`src/rtl/cg_rvarch_opfetch.sv`:
```
// Operand-fetch stage: regfile addressing, writeback bypass with x0 forced to zero, and a
// valid/ready output register. Define CG_RVARCH_OPFETCH_SCOREBOARD_EN for RAW/WAW stalls.
module cg_rvarch_opfetch #(
  parameter int unsigned DATA_WIDTH    = 32,
  parameter int unsigned DATA_NUM      = 32,
  parameter int unsigned ADDR_WIDTH    = $clog2(DATA_NUM),
  parameter int unsigned PAYLOAD_WIDTH = 32
) (
  input  logic                     i_clk,
  input  logic                     i_rst_n,
  input  logic                     i_valid,
  output logic                     o_ready,
  input  logic [ADDR_WIDTH-1:0]    i_rs1_addr,
  input  logic [ADDR_WIDTH-1:0]    i_rs2_addr,
  input  logic [ADDR_WIDTH-1:0]    i_rd_addr,
  input  logic                     i_rd_we,
  input  logic [PAYLOAD_WIDTH-1:0] i_payload,
  output logic [ADDR_WIDTH-1:0]    o_rf_rs1_addr,
  input  logic [DATA_WIDTH-1:0]    i_rf_rs1_data,
  output logic [ADDR_WIDTH-1:0]    o_rf_rs2_addr,
  input  logic [DATA_WIDTH-1:0]    i_rf_rs2_data,
  input  logic                     i_wb_we,
  input  logic [ADDR_WIDTH-1:0]    i_wb_addr,
  input  logic [DATA_WIDTH-1:0]    i_wb_data,
  output logic                     o_valid,
  input  logic                     i_ready,
  output logic [DATA_WIDTH-1:0]    o_rs1_data,
  output logic [DATA_WIDTH-1:0]    o_rs2_data,
  output logic [ADDR_WIDTH-1:0]    o_rd_addr,
  output logic                     o_rd_we,
  output logic [PAYLOAD_WIDTH-1:0] o_payload
);

  logic                  hazard;
  logic                  accept;
  logic                  wb_active;
  logic [DATA_WIDTH-1:0] rs1_sel;
  logic [DATA_WIDTH-1:0] rs2_sel;

  assign o_rf_rs1_addr = i_rs1_addr;
  assign o_rf_rs2_addr = i_rs2_addr;

  // A writeback to x0 is architecturally a no-op, so it never bypasses or clears.
  assign wb_active = i_wb_we && (i_wb_addr != '0);

  always_comb begin
    rs1_sel = i_rf_rs1_data;
    if (i_rs1_addr == '0) begin
      rs1_sel = '0;
    end else if (wb_active && (i_wb_addr == i_rs1_addr)) begin
      rs1_sel = i_wb_data;
    end
  end

  always_comb begin
    rs2_sel = i_rf_rs2_data;
    if (i_rs2_addr == '0) begin
      rs2_sel = '0;
    end else if (wb_active && (i_wb_addr == i_rs2_addr)) begin
      rs2_sel = i_wb_data;
    end
  end

  assign o_ready = !hazard && (!o_valid || i_ready);
  assign accept  = i_valid && o_ready;

`ifdef CG_RVARCH_OPFETCH_SCOREBOARD_EN
  logic [DATA_NUM-1:0] busy_q;
  logic [DATA_NUM-1:0] busy_d;
  logic [DATA_NUM-1:0] wb_clr;
  logic [DATA_NUM-1:0] busy_pend;

  always_comb begin
    wb_clr = '0;
    if (wb_active) begin
      wb_clr[i_wb_addr] = 1'b1;
    end
  end

  // A register cleared by this cycle's writeback no longer blocks: bypass supplies the value.
  assign busy_pend = busy_q & ~wb_clr;

  always_comb begin
    hazard = busy_pend[i_rs1_addr] || busy_pend[i_rs2_addr];
    if (i_rd_we && busy_pend[i_rd_addr]) begin
      hazard = 1'b1;
    end
  end

  // Clear first so that a set for the same register in the same cycle takes priority.
  always_comb begin
    busy_d = busy_pend;
    if (accept && i_rd_we && (i_rd_addr != '0)) begin
      busy_d[i_rd_addr] = 1'b1;
    end
    busy_d[0] = 1'b0;
  end

  always_ff @(posedge i_clk or negedge i_rst_n) begin
    if (!i_rst_n) begin
      busy_q <= '0;
    end else begin
      busy_q <= busy_d;
    end
  end
`else
  assign hazard = 1'b0;
`endif

  always_ff @(posedge i_clk or negedge i_rst_n) begin
    if (!i_rst_n) begin
      o_valid    <= 1'b0;
      o_rs1_data <= '0;
      o_rs2_data <= '0;
      o_rd_addr  <= '0;
      o_rd_we    <= 1'b0;
      o_payload  <= '0;
    end else if (accept) begin
      o_valid    <= 1'b1;
      o_rs1_data <= rs1_sel;
      o_rs2_data <= rs2_sel;
      o_rd_addr  <= i_rd_addr;
      o_rd_we    <= i_rd_we;
      o_payload  <= i_payload;
    end else if (i_ready) begin
      o_valid <= 1'b0;
    end
  end

endmodule

```
`config.mk`:
```
export PLATFORM = sky130hd
export DESIGN_NAME = cg_rvarch_opfetch
export DESIGN_NICKNAME = d
export VERILOG_FILES = /design/src/rtl/cg_rvarch_opfetch.sv
export SDC_FILE = /design/constraint.sdc
export NUM_CORES = 1
export LEC_CHECK = 0
export ABC_AREA = 1
export BUFFER_PORTS_ARGS = -buffer_cell sky130_fd_sc_hd__buf_2
export CAP_MARGIN = 20
export CORE_UTILIZATION = 50
export DETAILED_ROUTE_END_ITERATION = 6
export MAX_ROUTING_LAYER = met4
export PLACE_DENSITY_LB_ADDON = 0.12
export SYNTH_ARGS = -nofsm -noshare
export SYNTH_HDL_FRONTEND = slang
export SYNTH_SLANG_ARGS = --single-unit
```
`constraint.sdc`:
```
create_clock -name i_clk -period 3.8 [get_ports i_clk]
set_clock_uncertainty 0.1 [all_clocks]
set_input_delay 0.19 -clock i_clk [delete_from_list [all_inputs] [get_ports i_clk]]
set_output_delay 0.19 -clock i_clk [all_outputs]
set_load 0.01 [all_outputs]
```
## Word-level counts from Yosys, hierarchy flattened

Index checks and enable logic that the tools add are counted.

| storage, ports and cells | value |
|---|---|
| output and inout port bits | 114 |
| input port bits | 154 |
| word-level logic and storage cells | 24 |
| flip-flop bits (word level) | 103 |

| operators by class | value |
|---|---|
| equality and inequality tests | 2 |
| muxes and demuxes | 6 |
| reduce and logical (&&, ||, !) cells | 10 |

Operators with widths:

| cell | number |
|---|---|
| 2-to-1 mux 32 bit | 4 |
| equality test 5 bit | 2 |
| logical NOT 5 bit | 2 |
| nonzero test 5 bit | 1 |
| logical AND 1 bit | 4 |
| 2-to-1 mux 1 bit | 2 |
| nonzero test 2 bit | 1 |
| logical NOT 1 bit | 1 |
| logical OR 1 bit | 1 |

## Longest topological paths before layout

| depth | value |
|---|---|
| word-level depth | 5 |
| gate-level depth with buffers | 10 |
| depth with buffers taken out | 9 |

## Worst setup path after synthesis

No wires, ideal clock.

| timing | value |
|---|---|
| kind | register -> register |
| from | reg o_valid |
| to | reg o_rs1_data[14] |
| stages on the path, launching flop included | 7 |
| setup time | 0.117 ns |
| buffers on the path | 2 |
| clock period less this slack | 1.447 ns |
| setup slack | 2.353 ns |
| required time | 3.583 ns |
| arrival time | 1.229 ns |
| cell sequence | dfrtp_1 > nand2_1 > nand2_2 > buf_6 > dlygate4sd1_1 > nand2_1 > nand2_1 |

| between the ends | value |
|---|---|
| cells in the longest elaborated chain, start to end | 3 |

RTL lines:

| what | line | source |
|---|---|---|
| from (decl) | 25 | `output logic o_valid,` |
| from (signal assigned) | 112 | `o_valid <= 1'b0;` |
| from (signal assigned) | 119 | `o_valid <= 1'b1;` |
| from (signal assigned) | 126 | `o_valid <= 1'b0;` |
| logical NOT 1 bit | 64 | `assign o_ready = !hazard && (!o_valid \|\| i_ready);` |
| logical OR 1 bit | 64 |  |
| named net o_ready | 12 | `output logic o_ready,` |
| logical AND 1 bit | 65 | `assign accept = i_valid && o_ready;` |
| to (signal assigned) | 120 | `o_rs1_data <= rs1_sel;` |
| to (decl) | 27 | `output logic [DATA_WIDTH-1:0] o_rs1_data,` |

The timed path passes the listed nets, and every way through them passes these cells.
A chain may end at the register's enable or synchronous reset.

## Worst setup path after layout

| timing | value |
|---|---|
| from | reg o_valid |
| to | reg o_rs2_data[4] |

| between the ends | value |
|---|---|
| cells in the longest elaborated chain, start to end | 3 |

RTL lines:

| what | line | source |
|---|---|---|
| logical NOT 1 bit | 64 |  |
| logical OR 1 bit | 64 |  |
| logical AND 1 bit | 65 |  |
| to (signal assigned) | 121 | `o_rs2_data <= rs2_sel;` |
| to (decl) | 28 | `output logic [DATA_WIDTH-1:0] o_rs2_data,` |

Every way passes these cells.

==> out/summary.txt <==
Port bufs: 267
Power Density: 388 nW/um^2
Data required, critical path: 4.00 ns
Final Hold Vio Count: 0
Synth Area per Inst: 7.48 sq um
CTS root buffer: clkbuf_8
Fmax: 466 MHz
Worst path cell trace: nand2_1, nand2_4, inv_2, o21ai_2, inv_2, nand3_1, nand2_1
Tot Pwr: 2.81 mW
CTS Buffer Depth: 2
Worst-Margin Slew: 1.11 ns
Crit-path slowest cell: inv_2
Startpoint types: flop
Vias in the first global route: 5280
Drt via density: 4.86
First drt pass iteration count: 5
RSZ-0062 raised after global routing: no
Row count: 37
YS warnings: 0
TritonCTS buffer count: 9
Core area: 10500 sq um
CP bufs+invs: 2
TritonCTS clock tree: built
Leakage: 4.52 nW
Tmin final: 2.15 ns
Finished Cell Area: 7240 sq um
Largest net degree at the start of global routing: 104
Antenna cell count: 0
Net Sw Frac: 32.8%
Post-CTS Setup Bufs: 0
CTS-repair resized insts: 0
Gate Count Post-Synth: 736
Status: complete, no violations
Pre-CTS setup slack: 1.63 ns
H-tree depth: 3
Slowest cell delay on critical path: 0.51 ns
Placed Area: 6610 sq um
Most frequent cells in the layout: nand2_1 (320), buf_2 (266), nand3_1 (130), inv_1 (104), dfrtp_1 (103)
TritonCTS Sinks: 103
HPWL Detailed: 10700 microns
Starting Density: 52.4%
CP arrival: 2.35 ns
CP max FO: 40
Hold crit path type: input port to flop
Maxcap violations: 0
Combinational power share: 26.3%
Placer congestion estimate: 0.806
Syn_nets: 890
DR DRC count: 0
Yosys reg bits: 103
Max-slew violation count: 0
P_int: 1.89 mW
Wirelength per Cell: 14.0 microns
# fillers: 952
Final setup TNS: 0 ns
ANT nets after route: 0
Post-layout util: 68.9%
Share of layout cells above drive strength 1: 30.2%
Register area share after synthesis: 46.8%
DRT Wirelength: 16200 microns
Worst-Skew Late Latency: 0.37 ns
DR iter-0 viols: 360
Final setup violation count: 0
Antenna violations before repair: 0
Die H: 107 microns
Post-Synthesis Cell Area: 5500 sq um
Die area: 11400 sq um
Commonest non-fill, non-tap cell in the layout: nand2_1
Placed Cells incl. Taps: 1096
CTS clk-pin slew, worst paths: 0.11 ns
I/O pins: 268
Nets: 1167
Rel. slew slack: 26.1%
Peak supply drop: 0.000212 V
Clk pwr share: 26.3%
Part of the power in registers: 47.4%
Total GRT Usage: 29.3%
Count of cell types in the netlist: 21
Fin Hold WS: 0.00643 ns
Setup ws final: 1.65 ns
CP Capture Type: flop
Grt ovf: 0
Type of the worst setup path: flop to flop
Non-Filler Instances: 1154
CP top delay family: buffers and inverters
Routed via count: 5609
Crit share post-route: 56.5%
Switch Pwr: 0.922 mW
Die width: 107 microns
Synthesis-to-finish area growth: 31.5%
Global-route wire length before repair: 25400 microns
sequential cells by signal, summed over array words and instances, names as in the netlist:
name,flops
o_payload,32
o_rs1_data,32
o_rs2_data,32
o_rd_addr,5
o_rd_we,1
o_valid,1
what timing repair did:
item / in CTS / in global routing
hold buffers: 42 / 0
endpoints found under the hold margin: 67 / 0
endpoints found under the setup margin: 0 / 0
worst min-delay path, stage by stage:
cell     delay, ns
buf_2         0.07
inv_1         0.03
nand2_1       0.05
nand3_1       0.06
nand2_1       0.05
layout make-up:
cell class                      count  area, sq um  area share, %
Inverter                          109          409           5.65
Multi-Input combinational cell    475         2060           28.5
Timing Repair Buffer              315         1800           24.9
Clock buffer                       10          138           1.90
Sequential cell                   103         2580           35.6
Clock inverter                      6         76.3           1.05
Tap cell                          136          170           2.35
cell usage after synthesis:
library cell	n	area share (%)
nor2_1	8	0.55
buf_2	5	0.45
inv_1	104	7.1
nand2_2	1	0.11
nor2_4	2	0.41
dfrtp_1	103	47
o21ai_2	2	0.32
xor2_1	2	0.32
nand3_1	130	12
nand2_4	3	0.61
xnor2_1	2	0.32
inv_2	5	0.34
buf_4	12	1.6
nor3_4	2	0.59
buf_8	4	1.1
nand3_2	3	0.55
dlygate4sd1_1	3	0.48
clkbuf_8	5	1.3
buf_6	15	3.1
nand2_1	320	22
clkbuf_1	5	0.34
cells by family after synthesis:
group	after synthesis	synth area share (%)
AND/OR/NAND/NOR	469	36.5
buffers and inverters	158	15.8
flip-flops	103	46.8
XOR/XNOR	4	0.637
AO/OA/AOI/OAI	2	0.318
final timing paths:
path	slack, ns	end	cells after the start	from
max	1.65	o_rs2_data[4]	7	o_valid
min	0.006	o_rs2_data[23]	5	i_rf_rs2_data[23]
max reg2reg	1.65	o_rs2_data[4]	7	o_valid
min reg2reg	0.38	o_rs1_data[29]	2	o_rs1_data[29]
max in group asynchronous	2.59	o_rs1_data[25]	3	i_rst_n
min in group asynchronous	0.16	o_rs2_data[7]	2	i_rst_n
metal layers:
metal	global-route usage, %	up-vias	part of all wire (%)
li1	-	2755	-
met3	5.71	42	7.4
met4	11.3	0	2.7
met2	48.4	289	49
met5	-	-	0
met1	35.4	2523	41
power groups by stage:
stage / clock network (mW) / registers [mW] / logic (mW)
after floorplan: 0 / 1.43 / 0.312
after global placement: 0 / 1.34 / 0.696
after detailed placement: 0 / 1.35 / 0.703
after CTS: 0.757 / 1.33 / 0.738
after global routing: 0.789 / 1.35 / 0.816
final: 0.739 / 1.33 / 0.738
Power figures use the tool's default switching activity.
